<file path="config.mk">
export PLATFORM = sky130hd
export DESIGN_NAME = instr_fetch_flat
export DESIGN_NICKNAME = d
export VERILOG_FILES = /design/src/rtl/mips_pkg.sv /design/src/rtl/instr_fetch_if.sv /design/src/rtl/instr_fetch.sv /design/src/flat_wrapper.sv
export SDC_FILE = /design/constraint.sdc
export NUM_CORES = 1
export LEC_CHECK = 0
export CORE_MARGIN = 8
export CORE_UTILIZATION = 39
export DETAILED_ROUTE_END_ITERATION = 10
export PLACE_DENSITY = 0.78
export SYNTH_ARGS = -nofsm -noshare
export SYNTH_HDL_FRONTEND = slang
export SYNTH_SLANG_ARGS = --single-unit
</file>
<file path="constraint.sdc">
create_clock -name clk -period 3.2 [get_ports clk]
set_input_delay 0.48 -clock clk [delete_from_list [all_inputs] [get_ports clk]]
set_output_delay 0.48 -clock clk [all_outputs]
set_load 0.01 [all_outputs]
</file>
<file path="src/rtl/mips_pkg.sv">
// Shared types and widths for the MIPS core front end.
package mips_pkg;

  localparam int XLEN     = 32;
  localparam int OPCODE_W = 6;

  typedef enum logic [1:0] {
    S_REQ,
    S_WAIT,
    S_HOLD
  } fetch_state_t;

  function automatic logic [OPCODE_W-1:0] opcode_of(input logic [XLEN-1:0] instr);
    return OPCODE_W'(instr >> (XLEN - OPCODE_W));
  endfunction

endpackage

</file>
<file path="src/rtl/instr_fetch_if.sv">
// Fetch-stage bus: imem request/response plus decode-side instr handshake and redirect.
interface instr_fetch_if;
  import mips_pkg::*;

  logic                imem_req_valid;
  logic                imem_req_ready;
  logic [XLEN-1:0]     imem_req_addr;
  logic                imem_rsp_valid;
  logic [XLEN-1:0]     imem_rsp_data;
  logic                instr_valid;
  logic                instr_ready;
  logic [XLEN-1:0]     instr;
  logic [OPCODE_W-1:0] instr_opcode;
  logic [XLEN-1:0]     instr_pc;
  logic [XLEN-1:0]     instr_pc_plus4;
  logic                redirect_valid;
  logic [XLEN-1:0]     redirect_pc;

  modport master (
    output imem_req_valid, imem_req_addr,
    input  imem_req_ready, imem_rsp_valid, imem_rsp_data,
    output instr_valid, instr, instr_opcode, instr_pc, instr_pc_plus4,
    input  instr_ready, redirect_valid, redirect_pc
  );

  modport slave (
    input  imem_req_valid, imem_req_addr,
    output imem_req_ready, imem_rsp_valid, imem_rsp_data,
    input  instr_valid, instr, instr_opcode, instr_pc, instr_pc_plus4,
    output instr_ready, redirect_valid, redirect_pc
  );

endinterface

</file>
<file path="src/rtl/instr_fetch.sv">
// Fetch stage: one outstanding imem read, redirect squashes old-path data; latency mem+1 cycles.
// Held instr stays stable until instr_ready; redirect outranks every other event.
module instr_fetch
  import mips_pkg::*;
#(
  parameter logic [XLEN-1:0] RESET_PC = 32'h0000_0000
) (
  input logic            clk,
  input logic            rst,
  instr_fetch_if.master  bus
);

  fetch_state_t    state;
  logic [XLEN-1:0] pc;
  logic            drop;
  logic [XLEN-1:0] instr_q;
  logic [XLEN-1:0] instr_pc_q;
  logic [XLEN-1:0] instr_pc4_q;
  logic [XLEN-1:0] redirect_aligned;
  logic            req_accept;

  assign redirect_aligned = bus.redirect_pc & ~32'h3;
  assign req_accept       = bus.imem_req_valid && bus.imem_req_ready;

  always_ff @(posedge clk) begin
    if (rst) begin
      state       <= S_REQ;
      pc          <= RESET_PC;
      drop        <= 1'b0;
      instr_q     <= '0;
      instr_pc_q  <= '0;
      instr_pc4_q <= '0;
    end else begin
      case (state)
        S_REQ: begin
          if (bus.redirect_valid) pc <= redirect_aligned;
          if (req_accept) begin
            state <= S_WAIT;
            // The request just issued carries the old-path address.
            drop  <= bus.redirect_valid;
          end
        end
        S_WAIT: begin
          if (bus.redirect_valid) begin
            pc <= redirect_aligned;
            if (bus.imem_rsp_valid) begin
              drop  <= 1'b0;
              state <= S_REQ;
            end else begin
              drop  <= 1'b1;
            end
          end else if (bus.imem_rsp_valid) begin
            if (drop) begin
              drop  <= 1'b0;
              state <= S_REQ;
            end else begin
              instr_q     <= bus.imem_rsp_data;
              instr_pc_q  <= pc;
              instr_pc4_q <= pc + 32'd4;
              state       <= S_HOLD;
            end
          end
        end
        S_HOLD: begin
          if (bus.redirect_valid) begin
            pc    <= redirect_aligned;
            state <= S_REQ;
          end else if (bus.instr_ready) begin
            pc    <= pc + 32'd4;
            state <= S_REQ;
          end
        end
        default: state <= S_REQ;
      endcase
    end
  end

  assign bus.imem_req_valid = (state == S_REQ) && !rst;
  assign bus.imem_req_addr  = pc;
  assign bus.instr_valid    = (state == S_HOLD) && !rst;
  assign bus.instr          = instr_q;
  assign bus.instr_opcode   = opcode_of(instr_q);
  assign bus.instr_pc       = instr_pc_q;
  assign bus.instr_pc_plus4 = instr_pc4_q;

  a_rsp_only_in_wait: assert property (@(posedge clk) disable iff (rst)
    bus.imem_rsp_valid |-> state == S_WAIT);

endmodule
</file>
<file path="src/flat_wrapper.sv">
// flat-port wrapper written by rule: the top's interface ports become plain ports
module instr_fetch_flat import mips_pkg::*;
#(
  parameter logic [XLEN-1:0] RESET_PC = 32'h0000_0000
)
  (clk, rst, bus_imem_req_valid, bus_imem_req_addr, bus_imem_req_ready, bus_imem_rsp_valid, bus_imem_rsp_data, bus_instr_valid, bus_instr, bus_instr_opcode, bus_instr_pc, bus_instr_pc_plus4, bus_instr_ready, bus_redirect_valid, bus_redirect_pc);
  instr_fetch_if bus_i ();
  input logic clk;
  input logic rst;
  output wire logic [$bits(bus_i.imem_req_valid)-1:0] bus_imem_req_valid;
  output wire logic [$bits(bus_i.imem_req_addr)-1:0] bus_imem_req_addr;
  input wire logic [$bits(bus_i.imem_req_ready)-1:0] bus_imem_req_ready;
  input wire logic [$bits(bus_i.imem_rsp_valid)-1:0] bus_imem_rsp_valid;
  input wire logic [$bits(bus_i.imem_rsp_data)-1:0] bus_imem_rsp_data;
  output wire logic [$bits(bus_i.instr_valid)-1:0] bus_instr_valid;
  output wire logic [$bits(bus_i.instr)-1:0] bus_instr;
  output wire logic [$bits(bus_i.instr_opcode)-1:0] bus_instr_opcode;
  output wire logic [$bits(bus_i.instr_pc)-1:0] bus_instr_pc;
  output wire logic [$bits(bus_i.instr_pc_plus4)-1:0] bus_instr_pc_plus4;
  input wire logic [$bits(bus_i.instr_ready)-1:0] bus_instr_ready;
  input wire logic [$bits(bus_i.redirect_valid)-1:0] bus_redirect_valid;
  input wire logic [$bits(bus_i.redirect_pc)-1:0] bus_redirect_pc;
  assign bus_imem_req_valid = bus_i.imem_req_valid;
  assign bus_imem_req_addr = bus_i.imem_req_addr;
  assign bus_i.imem_req_ready = bus_imem_req_ready;
  assign bus_i.imem_rsp_valid = bus_imem_rsp_valid;
  assign bus_i.imem_rsp_data = bus_imem_rsp_data;
  assign bus_instr_valid = bus_i.instr_valid;
  assign bus_instr = bus_i.instr;
  assign bus_instr_opcode = bus_i.instr_opcode;
  assign bus_instr_pc = bus_i.instr_pc;
  assign bus_instr_pc_plus4 = bus_i.instr_pc_plus4;
  assign bus_i.instr_ready = bus_instr_ready;
  assign bus_i.redirect_valid = bus_redirect_valid;
  assign bus_i.redirect_pc = bus_redirect_pc;
  instr_fetch #(.RESET_PC(RESET_PC)) u_core (.clk(clk), .rst(rst), .bus(bus_i));
endmodule
</file>
; After elaboration in Yosys (flattened, before gate mapping)
; Cells that the tools add are included.
[op_classes]
mux = 17
n_reduce_logical = 12
bitwise = 2
add_sub_neg = 1
eq_ne = 7
[op_table]
columns = operator, n
row1 = $mux 32, 3
row2 = $pmux 32 s2, 1
row3 = $add 32x3->32 const B, 1
row4 = $mux 2, 7
row5 = $reduce_and 3->1, 3
row6 = $ne 3x3->1 const B, 2
row7 = $pmux 2 s3, 1
row8 = $mux 1, 4
row9 = $ne 2x1->1 const B, 2
row10 = $reduce_and 4->1, 1
row11 = $reduce_bool 2->1, 2
row12 = $logic_and 1x1->1, 3
row13 = $eq 2x1->1 const B, 1
row14 = $eq 2x2->1 const B, 1
row15 = $logic_not 2->1, 1
row16 = $ne 2x2->1 const B, 1
row17 = $not 1->1, 2
row18 = $pmux 1 s2, 1
row19 = $reduce_or 2->1, 1
row20 = $logic_not 1->1, 1
[word_totals]
register_bits = 131
input_bits = 70
output_inout_bits = 136

; Longest topological paths before layout
; Gate-level depths: netlist (run 1).
[depth]
ltp_word = 5
depth_mapped = 8

; Worst setup path before layout (run 1)
; No wires, ideal clock.
[synth_timing]
path_type = register to register
from = register u_core.pc[2] (netlist: u_core.bus.imem_req_addr[2])
to = register u_core.pc[26] (netlist: u_core.bus.imem_req_addr[26])
stages_incl_launch_ff = 8
required_ps = 3067
setup_ps = 133
slack_ps = 1295
t_arrival_ps = 1772
cell_sequence = dfxtp_1 -> ha_1 -> and3_1 -> buf_2 -> nand3_4 -> nor4_4 -> mux2i_1 -> a31oi_1
[synth_via]
elab_chain_len = 4
[synth_rtl]
columns = item, line
row1 = "start, declared", instr_fetch.sv:14  ; logic [XLEN-1:0] pc;
row2 = "start signal, assigned", instr_fetch.sv:36  ; if (bus.redirect_valid) pc <= redirect_aligned;
row3 = "start signal, assigned", instr_fetch.sv:45  ; pc <= redirect_aligned;
row4 = "start signal, assigned", instr_fetch.sv:66  ; pc <= redirect_aligned;
row5 = $add 32x3->32, instr_fetch.sv:69  ; pc <= pc + 32'd4;
row6 = $mux 32, instr_fetch.sv:68  ; end else if (bus.instr_ready) begin
row7 = $mux 32, instr_fetch.sv:65  ; if (bus.redirect_valid) begin
row8 = $pmux 32 s2, instr_fetch.sv:34  ; case (state)
; Every way passes these cells. The select of a mux whose other input is x is not followed.
; A chain may end at the register's enable or synchronous reset.

; Final worst setup path (run 1)
[layout_timing]
from = register u_core.pc[2] (netlist: u_core.bus.imem_req_addr[2])
to = register u_core.instr_pc4_q[28] (netlist: u_core.bus.instr_pc_plus4[28])
[layout_via]
elab_chain_len = 1
[layout_rtl]
columns = item, line
row1 = $add 32x3->32, instr_fetch.sv:59  ; instr_pc4_q <= pc + 32'd4;
row2 = "end signal, assigned", instr_fetch.sv:59
row3 = "end, declared", instr_fetch.sv:18  ; logic [XLEN-1:0] instr_pc4_q;
; Every way passes these cells.

==> results of run 1 <==
cell type report:
cell class / count / area, µm²
clock buffer: 19 / 443
timing repair buffer: 207 / 2070
fill: 1320 / 6190
clock inverter: 13 / 166
inverter: 8 / 30.0
sequential: 125 / 2500
tap: 184 / 230
multi-input combinational: 533 / 2950
routing by layer:
metal / wire (µm) / share of wire [%]
met3: 1340 / 7.2
met4: 494 / 2.7
met5: 0 / 0
met1: 8080 / 43
met2: 8730 / 47
path summary, 6_finish.rpt:
check                                                 start                            end  slack [ps]  cells past startpoint
worst min-delay path                    u_core.bus.instr[6]            u_core.bus.instr[6]         450                      2
worst min register to register          u_core.bus.instr[6]            u_core.bus.instr[6]         450                      2
worst max-delay path            u_core.bus.imem_req_addr[2]  u_core.bus.instr_pc_plus4[28]         920                      6
worst max register to register  u_core.bus.imem_req_addr[2]  u_core.bus.instr_pc_plus4[28]         920                      6
where the power goes:
group	internal (mW)	switching [mW]	total [mW]
registers	1.61	0.0781	1.69
logic	0.246	0.213	0.460
clock network	1.25	0.729	1.98
stage by stage:
| step | area (µm²) | power [mW] | worst slack [ps] | std cells | hold WS, ps |
|---|---|---|---|---|---|
| final | 8390 | 4.13 | 919 | 1089 | 450 |
| after global placement | 7780 | 2.18 | 640 | 1057 | 441 |
| after global routing | 8390 | 4.30 | 729 | 1089 | 467 |
| after detailed placement | 7780 | 2.18 | 617 | 1057 | 445 |
| after CTS | 8390 | 4.17 | 933 | 1089 | 453 |
| after floorplan | 5840 | 1.93 | 1300 | 745 | 481 |
cells by family after synthesis:
group                    Yosys count
other                              1
AND/OR/NAND/NOR                  321
adder cells (fa/ha/maj)            1
buffers and inverters             87
flip-flops                       125
multiplexers                       7
XOR/XNOR                          23
AO/OA/AOI/OAI                    175
sequential cells by signal (all words and copies together) (netlist names):
name and count:
u_core.bus.instr_pc 30, u_core.bus.instr 32, u_core.bus.imem_req_addr 30, u_core.state 2
u_core.drop 1, u_core.bus.instr_pc_plus4 30
synthesized netlist by cell type (8+ instances only):
library cell	n
nand2_1	157
and3_1	9
buf_4	15
nor3_1	14
buf_2	16
inv_1	8
nand4_1	8
a21oi_1	86
a211oi_1	21
o21ai_0	17
xnor2_1	18
dfxtp_1	125
nor4_1	9
nand3_1	20
nor2_1	69
clkbuf_1	37
critical path, delay by kind of cell (launching register included):
kind                       cells  cell delay (ps)
DFF                            1              560
and+or+nand+nor                3              870
xor gates and xnor gates       1              190
AOI/OAI and AO/OA              1              250
adders and majority gates      1              310
==> key figures, run 1 <==
Clocking
  • Clock sinks: 125
  • # resized after CTS: 0
  • H-tree Lvls: 4
  • Clk slew on worst S/H paths: 50 ps
  • Post-CTS Setup Bufs: 0
  • # hold bufs at CTS: 0
  • Root Buffer: clkbuf_16
  • Worst-Skew Late Latency: 420 ps
  • CTS max path bufs: 2
  • CTS tree: done
  • Total CTS buffers: 17

Setup path
  • Critical-path top delay cell: dfxtp_1
  • Startpoint type of the worst setup path: register
  • Sequence of cells on the critical path: ha_1, nand3_1, nor2_1, nand4_1, xnor2_1, a211oi_1
  • CP required: 3510 ps
  • CP max FO: 8
  • Slowest cell delay on critical path: 560 ps
  • Crit Path Class: register to register
  • Worst path arrival time: 2590 ps
  • CP Capture Type: register

Floorplanning
  • Die Span Y: 138 µm
  • Initial Util: 39.9%
  • Die width: 138 µm
  • I/O pin total: 206
  • Total core area: 14600 µm²
  • # rows: 44
  • Die area: 19100 µm²

Global routing
  • GR peak layer: met2
  • Largest net degree at the start of global routing: 86
  • First-pass GRT wire length: 29900 µm
  • Vias in the first global route: 5427
  • Initial antenna violation count: 0
  • GR Util All Layers: 19.2%
  • Met1 GRT Util: 23.2%
  • Grt met3 use: 6.71%
  • Met2 usage: 30.0%
  • Grt total ovfl: 0

Layout
  • Total Nets Final: 963
  • Area growth syn-to-layout: 44.1%
  • Antenna diodes: 0
  • Ratio of cells with drive above 1 in the final layout: 6.85%
  • Most frequent cells in the layout: clkdlybuf4s50_1 (196), nand2_1 (157), dfxtp_1 (125)
  • Finished Core Util: 57.5%
  • Commonest non-fill, non-tap cell in the layout: clkdlybuf4s50_1

Timing
  • RSZ-0062 raised after global routing: no
  • Worst Tran Pin Value: 928 ps
  • Final Hold Vio Count: 0
  • Post-route minimum period: 2280 ps
  • Relative slew margins: 38.2%
  • Clk_skew: 14.7 ps
  • Final setup viols: 0
  • Fin. max-slew vios: 0
  • Fmax: 438 MHz
  • Setup_tns: 0 ps
  • Final period util: 71.3%

Route
  • Routed Antenna Nets: 0
  • Avg Vias per Cell: 5.22
  • Routed WL: 18600 µm
  • WL/cell: 17.1 µm
  • Initial DRC count: 410
  • Drt drc: 0
  • Vias: 5686
  • DR pass1 iterations: 5

Logic synthesis
  • Unique cell type count in the Yosys netlist: 65
  • Share of the yosys chip area belonging to registers: 43.0%
  • YS warnings: 0
  • Leading area contributor after synthesis: dfxtp_1
  • Synth area leaders: dfxtp_1 (43%), nand2_1 (10%), a21oi_1 (7.4%)
  • Post-Synth Simple-Gate Area: 26.5%
  • Most used DFF post-synth: dfxtp_1
  • Syn Inst Count: 740
  • Adder-cell area share of the yosys netlist: 0.215%
  • Synthesized area: 5820 µm²
  • Synth Area in Compound Gates: 18.5%
  • Top cell type's share of synthesized area: 43.0%
  • Mux cell area share after synthesis: 1.22%
  • Number of enable flip-flop cells after synthesis: 0
  • Ys async rst share: 0%
  • Avg Inst Size Synth: 7.87 µm²
  • Synth Area in XOR/XNOR: 3.46%
  • FF+latch count, synth: 125
  • Largest family of logic cells by synthesized area: simple AND/OR/NAND/NOR gates

Pwr
  • Leak: 2.83 nW
  • VDD IR max: 316 µV
  • Cell Pwr Density: 492 nW/µm²

Place
  • DP HPWL: 13000 µm
  • # port buffers: 197
  • Gp weighted congestion: 0.850

Run status
  • Status: complete, no violations

Run
  • # Max-Cap Violations: 0

Worst hold path
  • Hold Path Class: register to register
Note: power is estimated with default switching activity, not from simulation.
==> run 2: changes to the inputs <==
- clock period: 3.2 -> 2.15 ns (I/O delays scaled with it)
==> key figures, run 2 (synthesis results as in run 1) <==
Timing
  • Setup WS post-layout: 111 ps
  • Clk_skew: 8.61 ps
  • RSZ-0062 raised after global routing: no
  • Setup_tns: 0 ps
  • Final period util: 94.8%
  • Fmax: 490 MHz
  • Final Hold Slack: 445 ps
  • Fin. max-slew vios: 0
  • Post-route minimum period: 2040 ps
  • Final Hold Vio Count: 0
  • Relative slew margins: 64.5%
  • Final setup viols: 0
  • Worst Tran Pin Value: 528 ps

Global routing
  • Initial antenna violation count: 1
  • Grt total ovfl: 0
  • First-pass GRT wire length: 30100 µm
  • Largest net degree at the start of global routing: 97
  • Vias in the first global route: 5694
  • GR Util All Layers: 19.1%

Clocking
  • # hold bufs at CTS: 0
  • Post-CTS Setup Bufs: 0
  • H-tree Lvls: 4
  • Clock sinks: 125
  • Worst-Skew Late Latency: 420 ps
  • Total CTS buffers: 17
  • CTS tree: done
  • CTS max path bufs: 2
  • # resized after CTS: 0
  • Clk slew on worst S/H paths: 60 ps
  • Root Buffer: clkbuf_16

Route
  • Routed WL: 19000 µm
  • Routed Antenna Nets: 0
  • WL/cell: 16.7 µm
  • Vias: 5919
  • Drt drc: 0
  • Avg Vias per Cell: 5.23
  • Initial DRC count: 415
  • DR pass1 iterations: 5

Floorplanning
  • I/O pin total: 206
  • Total core area: 14600 µm²
  • Initial Util: 39.9%
  • Die area: 19100 µm²
  • Die width: 138 µm
  • Die Span Y: 138 µm
  • # rows: 44

Run
  • # Max-Cap Violations: 0

Layout
  • Finished Core Util: 60.1%
  • Antenna diodes: 0
  • Most frequent cells in the layout: clkdlybuf4s50_1 (196), nand2_1 (157), dfxtp_1 (124)
  • Area growth syn-to-layout: 50.4%
  • Non-Filler Instances: 1132
  • Ratio of cells with drive above 1 in the final layout: 11.4%
  • Max reg flops: 32
  • Total Nets Final: 1007
  • Commonest non-fill, non-tap cell in the layout: clkdlybuf4s50_1

Place
  • Placed Cells incl. Taps: 1101
  • Gp weighted congestion: 0.858
  • Dpl ws: 88.2 ps
  • DP HPWL: 13700 µm
  • # port buffers: 197

Run status
  • Status: complete, no violations

Setup path
  • Startpoint type of the worst setup path: register
  • CP max FO: 12
  • CP Capture Type: output port
  • Crit Path Class: register to output port
  • CP required: 1830 ps
  • Worst path arrival time: 1720 ps

Pwr
  • Cell Pwr Density: 707 nW/µm²
  • VDD IR max: 513 µV
  • Leak: 3.09 nW

Worst hold path
  • Hold Path Class: primary input to register
## run 2: worst paths after layout
check | from | endpoint | slack (ps) | cells past startpoint
worst max-delay path | u_core.state[0] | bus_imem_req_valid | 110 | 2
worst min-delay path | bus_imem_rsp_data[25] | u_core.bus.instr[25] | 450 | 3
worst max register to register | u_core.state[0] | u_core.bus.instr_pc_plus4[4] | 150 | 5
worst min register to register | u_core.bus.instr_pc[8] | u_core.bus.instr_pc[8] | 450 | 2
## run 2: worst max-delay path, stage by stage, from the launching register on
cell	delay, ps
dfxtp_1	450
nor3_2	270
clkdlybuf4s50_1	580
## run 2: area by class of cell
type	count	area [µm²]
clock inverters	11	143
fillers	1323	5830
flip-flops and latches	125	2500
well taps	184	230
clock buffers	20	457
multi-input cells	533	2960
repair buffers	251	2440
inverters	8	30.0
## run 2: per-layer routing
metal	GRT usage, %	share of wire, %	up-vias
met4	7.67	2.6	2
met1	22.6	43	2758
met3	6.68	7.0	33
met2	31.0	47	193
met5	0	0.042	-
li1	-	-	2933
## run 2: power by group
group,switching [mW],leakage (nW),internal [mW]
Clock,1.05,0.292,1.87
Combinational,0.383,1.78,0.420
Sequential,0.0650,1.02,2.40
Total,1.50,3.09,4.69
## run 2: stage by stage
stage	area, µm²	total power [mW]
2_1_floorplan	5840	2.88
3_3_place_gp	8150	3.30
3_5_place_dp	8150	3.31
4_1_cts	8750	6.23
5_1_grt	8760	6.41
6_report	8760	6.19
